**config.mk**
```make
export PLATFORM = sky130hd
export DESIGN_NAME = seq_core
export DESIGN_NICKNAME = d
export VERILOG_FILES = /design/src/rtl/seq_core.sv
export SDC_FILE = /design/constraint.sdc
export NUM_CORES = 1
export LEC_CHECK = 0
export ABC_AREA = 1
export CAP_MARGIN = 20
export CORE_ASPECT_RATIO = 1.2
export CORE_UTILIZATION = 47
export CTS_CLUSTER_SIZE = 10
export DETAILED_ROUTE_END_ITERATION = 10
export PLACE_DENSITY = 0.79
export SETUP_SLACK_MARGIN = 0.1
export SYNTH_ARGS = -nofsm -noshare
export SYNTH_HDL_FRONTEND = slang
export SYNTH_SLANG_ARGS = --single-unit
```
**constraint.sdc**
```tcl
create_clock -name clock -period 4.1 [get_ports clock]
set_input_delay 0.41 -clock clock [delete_from_list [all_inputs] [get_ports clock]]
set_output_delay 0.41 -clock clock [all_outputs]
set_load 0.03 [all_outputs]
```
**src/rtl/seq_core.sv**
```systemverilog
// seq_core: accumulator sequencer with an instruction ROM and a data RAM.
// Each instruction is fetched from a synchronous ROM and decoded one cycle later.
// Operand words are read from the next ROM address.
// Data RAM accesses use a registered address/data/write-enable.
// The debug taps are copies of the architectural registers, one cycle late.
module seq_core #(
   parameter int          DATA_W   = 16,
   parameter int          ADDR_W   = 16,
   parameter int unsigned RESET_PC = 0,
   parameter int          CNT_W    = 16
) (
   input  logic              clock,
   input  logic              reset,
   input  logic              run,
   output logic [ADDR_W-1:0] address_rom,
   input  logic [DATA_W-1:0] q_rom,
   output logic [ADDR_W-1:0] address_ram,
   input  logic [DATA_W-1:0] q_ram,
   output logic [DATA_W-1:0] data_ram,
   output logic              we_ram,
   output logic              halted,
   output logic              illegal,
   output logic [CNT_W-1:0]  retired,
   output logic [ADDR_W-1:0] dbg_pc,
   output logic [DATA_W-1:0] dbg_opcode,
   output logic [DATA_W-1:0] dbg_acc,
   output logic [3:0]        dbg_state
);

   typedef enum logic [3:0] {
      ST_FETCH   = 4'd1,
      ST_DECODE  = 4'd2,
      ST_OPERAND = 4'd3,
      ST_MEM     = 4'd4,
      ST_MEM_RD  = 4'd5,
      ST_HALT    = 4'd6
   } state_t;

   // Opcodes occupy the whole instruction word; anything else is undefined.
   localparam logic [DATA_W-1:0] OP_NOP  = DATA_W'(8'h18);
   localparam logic [DATA_W-1:0] OP_LDI  = DATA_W'(8'h01);
   localparam logic [DATA_W-1:0] OP_LD   = DATA_W'(8'h02);
   localparam logic [DATA_W-1:0] OP_ST   = DATA_W'(8'h03);
   localparam logic [DATA_W-1:0] OP_ADD  = DATA_W'(8'h04);
   localparam logic [DATA_W-1:0] OP_JMP  = DATA_W'(8'h05);
   localparam logic [DATA_W-1:0] OP_JZ   = DATA_W'(8'h06);
   localparam logic [DATA_W-1:0] OP_HALT = DATA_W'(8'h3F);

   localparam logic [ADDR_W-1:0] PC_INIT = ADDR_W'(RESET_PC);

   state_t              state_reg,    state_next;
   logic [ADDR_W-1:0]   pc_reg,       pc_next;
   logic [DATA_W-1:0]   acc_reg,      acc_next;
   logic [DATA_W-1:0]   opcode_reg,   opcode_next;
   logic [DATA_W-1:0]   operand_reg,  operand_next;
   logic [ADDR_W-1:0]   ram_addr_reg, ram_addr_next;
   logic [DATA_W-1:0]   ram_data_reg, ram_data_next;
   logic                we_reg,       we_next;
   logic                illegal_reg,  illegal_next;
   logic [CNT_W-1:0]    retired_reg,  retired_next;
   logic                retire;

   logic [ADDR_W-1:0]   dbg_pc_reg;
   logic [DATA_W-1:0]   dbg_opcode_reg;
   logic [DATA_W-1:0]   dbg_acc_reg;
   logic [3:0]          dbg_state_reg;

   // Next-state and datapath decisions for the current state.
   always_comb begin
      state_next    = state_reg;
      pc_next       = pc_reg;
      acc_next      = acc_reg;
      opcode_next   = opcode_reg;
      operand_next  = operand_reg;
      ram_addr_next = ram_addr_reg;
      ram_data_next = ram_data_reg;
      we_next       = 1'b0;
      illegal_next  = illegal_reg;
      retire        = 1'b0;

      case (state_reg)
         ST_FETCH: begin
            // run is only looked at here; an instruction in flight always completes
            if (run) begin
               pc_next    = pc_reg + ADDR_W'(1);
               state_next = ST_DECODE;
            end
         end

         ST_DECODE: begin
            opcode_next = q_rom;
            case (q_rom)
               OP_NOP: begin
                  retire     = 1'b1;
                  state_next = ST_FETCH;
               end
               OP_HALT: begin
                  retire     = 1'b1;
                  state_next = ST_HALT;
               end
               OP_LDI, OP_LD, OP_ST, OP_ADD, OP_JMP, OP_JZ: begin
                  pc_next    = pc_reg + ADDR_W'(1);
                  state_next = ST_OPERAND;
               end
               default: begin
                  // undefined words flag illegal and then behave exactly like NOP
                  illegal_next = 1'b1;
                  retire       = 1'b1;
                  state_next   = ST_FETCH;
               end
            endcase
         end

         ST_OPERAND: begin
            operand_next = q_rom;
            case (opcode_reg)
               OP_LDI: begin
                  acc_next   = q_rom;
                  retire     = 1'b1;
                  state_next = ST_FETCH;
               end
               OP_JMP: begin
                  pc_next    = q_rom[ADDR_W-1:0];
                  retire     = 1'b1;
                  state_next = ST_FETCH;
               end
               OP_JZ: begin
                  if (acc_reg == '0) begin
                     pc_next = q_rom[ADDR_W-1:0];
                  end
                  retire     = 1'b1;
                  state_next = ST_FETCH;
               end
               OP_LD, OP_ADD: begin
                  ram_addr_next = q_rom[ADDR_W-1:0];
                  state_next    = ST_MEM;
               end
               OP_ST: begin
                  ram_addr_next = q_rom[ADDR_W-1:0];
                  ram_data_next = acc_reg;
                  we_next       = 1'b1;
                  state_next    = ST_MEM;
               end
               default: begin
                  state_next = ST_FETCH;
               end
            endcase
         end

         ST_MEM: begin
            // we_ram drops here by default, so the store pulse is exactly one cycle
            if (opcode_reg == OP_ST) begin
               retire     = 1'b1;
               state_next = ST_FETCH;
            end else begin
               state_next = ST_MEM_RD;
            end
         end

         ST_MEM_RD: begin
            if (opcode_reg == OP_LD) begin
               acc_next = q_ram;
            end else begin
               acc_next = acc_reg + q_ram;
            end
            retire     = 1'b1;
            state_next = ST_FETCH;
         end

         ST_HALT: begin
            state_next = ST_HALT;
         end

         default: begin
            state_next = ST_FETCH;
         end
      endcase

      retired_next = retire ? retired_reg + CNT_W'(1) : retired_reg;
   end

   // Architectural registers; reset aborts any instruction in flight, including a pending store.
   always_ff @(posedge clock or posedge reset) begin
      if (reset) begin
         state_reg    <= ST_FETCH;
         pc_reg       <= PC_INIT;
         acc_reg      <= '0;
         opcode_reg   <= '0;
         operand_reg  <= '0;
         ram_addr_reg <= '0;
         ram_data_reg <= '0;
         we_reg       <= 1'b0;
         illegal_reg  <= 1'b0;
         retired_reg  <= '0;
      end else begin
         state_reg    <= state_next;
         pc_reg       <= pc_next;
         acc_reg      <= acc_next;
         opcode_reg   <= opcode_next;
         operand_reg  <= operand_next;
         ram_addr_reg <= ram_addr_next;
         ram_data_reg <= ram_data_next;
         we_reg       <= we_next;
         illegal_reg  <= illegal_next;
         retired_reg  <= retired_next;
      end
   end

   // Debug taps follow the registers with one cycle of delay, independent of run.
   always_ff @(posedge clock or posedge reset) begin
      if (reset) begin
         dbg_pc_reg     <= '0;
         dbg_opcode_reg <= '0;
         dbg_acc_reg    <= '0;
         dbg_state_reg  <= '0;
      end else begin
         dbg_pc_reg     <= pc_reg;
         dbg_opcode_reg <= opcode_reg;
         dbg_acc_reg    <= acc_reg;
         dbg_state_reg  <= state_reg;
      end
   end

   assign address_rom = pc_reg;
   assign address_ram = ram_addr_reg;
   assign data_ram    = ram_data_reg;
   assign we_ram      = we_reg;
   assign halted      = (state_reg == ST_HALT);
   assign illegal     = illegal_reg;
   assign retired     = retired_reg;
   assign dbg_pc      = dbg_pc_reg;
   assign dbg_opcode  = dbg_opcode_reg;
   assign dbg_acc     = dbg_acc_reg;
   assign dbg_state   = dbg_state_reg;

endmodule

```
==> flow_summary.json <==
{
  "synth_mux_area_frac": 0,
  "crit_path_end_kind": "flop",
  "row_count": 50,
  "cts_resized": 0,
  "fin_setup_tns_ns": 0,
  "yosysSeqAreaShare": 0.503,
  "slowest_stage": "inv_1",
  "synthSimpleGateAreaFrac": 0.253,
  "slew_viol_final": 0,
  "root_buffer": "clkbuf_16",
  "hold_viol_final": 0,
  "port_buffers": 152,
  "worst_slew_pin_slew_ns": 0.909,
  "crit_end": "retired[14]",
  "syn_inst": 943,
  "synthFlopType": "dfrtp_1",
  "grt.total_usage": 0.255,
  "cts_made_buffers": 17,
  "cts.sinks": 152,
  "ir_worst_vdd_mv": 0.362,
  "fp.dieH_um": 141,
  "synth.avg_cell_area_um2": 8.02,
  "drtIter0Drc": 491,
  "power.internal_uw": 3670,
  "diodes": 0,
  "io_pins": 154,
  "min_path_type": "flop to flop",
  "h-tree-depth": 4,
  "cts_tree": "done",
  "drc": 0,
  "antenna_found_initial": 0,
  "cp_num_buf_inv": 3,
  "drv_cap": 0,
  "max-slew-margin-rel": 0.392,
  "initial_core_util": 0.483,
  "seqCellArea_um2": 3800,
  "fin_crit_ns": 2.58,
  "path_delay_family": "buffers and inverters",
  "synth_xor_area_frac": 0.0255,
  "synth_cell_types": 38,
  "cp.arrival_ns": 2.90,
  "worstHoldStart": "opcode_reg[4]",
  "hold_buffers": 0,
  "layout.nets": 1143,
  "run_status": "completed",
  "combPwrFrac": 0.372,
  "r2r_cells": 7,
  "power_leakage_uw": 0.00471,
  "postRouteAntennaNets": 0,
  "r2r_end": "retired[14]",
  "die_area_um2": 16600,
  "synth_top_family_by_area": "simple AND/OR/NAND/NOR gates",
  "synthAdderAreaFrac": 0.0308,
  "required_ns": 4.42,
  "power_uw": 6020,
  "path_max_fanout": 33,
  "postPlaceCellArea_um2": 9240,
  "timing.final.crit_share": 0.629,
  "p_clk_frac": 0.264,
  "max_stage_delay_ns": 0.66,
  "die_w_um": 118,
  "grt_pass1_wl_um": 33100,
  "async_reset_ff_frac": 1.00,
  "skew_ns": 0.00970,
  "place_hpwl_um": 14600,
  "pre_cts_ws_ns": 1.52,
  "clock_latency_ns": 0.43,
  "ff2ff_setup_slack_ns": 1.52,
  "worstSetupStartpointType": "flop",
  "overflow": 0,
  "via_per_inst": 5.22,
  "wire_per_inst_um": 15.6,
  "critical_path.startpoint": "state_reg[2]",
  "layout_setup_ws_ns": 1.52,
  "core_um2": 15600,
  "cp.depth": 7,
  "syn_area_um2": 7560,
  "area_growth_pct": 29.9,
  "grt_max_degree": 153,
  "final_layout_size_suffix_gt1_frac": 0.0490,
  "fillCellCount": 1375,
  "cts_setup_buffers": 0,
  "grt_pass1_vias": 6611,
  "worstSetupPathType": "flop to flop",
  "multiInputGateArea_um2": 3150,
  "num_vias": 6827,
  "postLayoutCellArea_um2": 9820,
  "setup_viol": 0,
  "rsz0062_at_grt": "false",
  "drtPass1Iterations": 5,
  "ys_warn_count": 0,
  "crit_chain": "inv_2 -> nor3_1 -> inv_1 -> o21ai_0 -> inv_1 -> nand3_2 -> o21ai_0",
  "synth_edf_count": 0,
  "ys_ff_latch": 152,
  "clkTransAtPathRegs_ns": 0.06,
  "synth_compound_area_frac": 0.106,
  "syn_nets": 996,
  "routabilityCongestion": 0.926,
  "clockBufferDepth": 2,
  "share_seq_of_total_power": 0.364,
  "p_switching_uw": 2340,
  "power.density_nw_per_um2": 612,
  "postRouteWirelength_um": 20400,
  "fmaxAchievable_ghz": 0.388,
  "power_switching_share": 0.389,
  "rr_startpoint": "state_reg[2]"
}
worst min path at each step:
| stage | endpoint | cells after the start |
|---|---|---|
| global route | dbg_opcode[5] | 0 |
| finish | dbg_opcode[4] | 0 |
| CTS | dbg_opcode[5] | 0 |
| floorplan | dbg_opcode[4] | 0 |
| detailed placement | dbg_opcode[5] | 0 |
| global placement | dbg_opcode[5] | 0 |
power by group through the flow:
| stage | combinational [µW] | clock, µW | sequential (µW) |
|---|---|---|---|
| after global routing | 2440 | 1670 | 2240 |
| after floorplan | 914 | 0 | 2670 |
| after detailed placement | 2220 | 0 | 2210 |
| after CTS | 2240 | 1600 | 2190 |
| final | 2240 | 1590 | 2190 |
| after global placement | 2200 | 0 | 2200 |
through the flow:
step           hold WS, ns  instances  utilization
6_report             0.376       1309        0.628
5_1_grt              0.388       1309        0.628
3_3_place_gp         0.358       1279        0.591
3_5_place_dp         0.367       1279        0.591
2_1_floorplan        0.354        943            -
4_1_cts              0.379       1309        0.628
cell usage after synthesis (5+ instances only):
library cell,n,area (µm²)
dfrtp_1,151,3780
nor3_1,20,100
o21ai_0,113,566
o21ai_1,5,25.0
nand3_1,53,265
nor2_1,78,293
ha_1,17,213
xnor2_1,10,87.6
a22oi_1,5,37.5
nand2_1,256,961
clkbuf_1,14,52.6
a21oi_1,23,115
buf_4,5,37.5
nand4_1,14,87.6
inv_1,122,458
xor2_1,12,105
layer usage:
layer,up-vias,global-route usage,routed length (µm)
met4,0,0.115,585
li1,3307,-,-
met1,3221,0.332,8850
met3,46,0.0461,1300
met5,-,0,0
met2,253,0.416,9680
worst register-to-register path: stages, from the launching register on:
cell	delay, ns
dfrtp_1	0.44
inv_2	0.11
nor3_1	0.06
inv_1	0.66
o21ai_0	0.26
inv_1	0.15
nand3_2	0.41
o21ai_0	0.38
layout make-up:
cell class / count / share of cell area
tap: 208 / 0.0265
clock inverter: 8 / 0.0124
timing repair buffer: 155 / 0.158
clock buffer: 22 / 0.0472
inverter: 124 / 0.0478
multi-input combinational: 640 / 0.320
sequential: 152 / 0.387
cells in the final DEF (no fill, tap or decap), types with 3 or more instances in the layout:
| cell type | count |
|---|---|
| o211ai_1 | 3 |
| nand3b_1 | 4 |
| o21ai_1 | 5 |
| xor2_1 | 12 |
| nand3_1 | 53 |
| dfrtp_1 | 151 |
| or2_2 | 4 |
| ha_1 | 17 |
| nor2_1 | 78 |
| nand2_4 | 3 |
| nor3_1 | 20 |
| nand2_1 | 256 |
| nand4_1 | 14 |
| a21oi_1 | 23 |
| clkbuf_16 | 17 |
| clkbuf_1 | 3 |
| inv_1 | 121 |
| clkinv_2 | 3 |
| clkdlybuf4s50_1 | 152 |
| bufinv_16 | 3 |
| xnor2_1 | 10 |
| nand3_2 | 3 |
| o21ai_0 | 113 |
| nor2_2 | 4 |
| a22oi_1 | 5 |
kinds of logic (layout without fill, tap and decap cells):
family	count (synthesis)	after routing
and+or+nand+nor	445	445
AOI/OAI and AO/OA	154	154
DFF	152	152
buffers and inverters	151	309
xor gates and xnor gates	22	22
adders and majority gates	18	18
other	1	1
(Power assumes the default switching activity.)
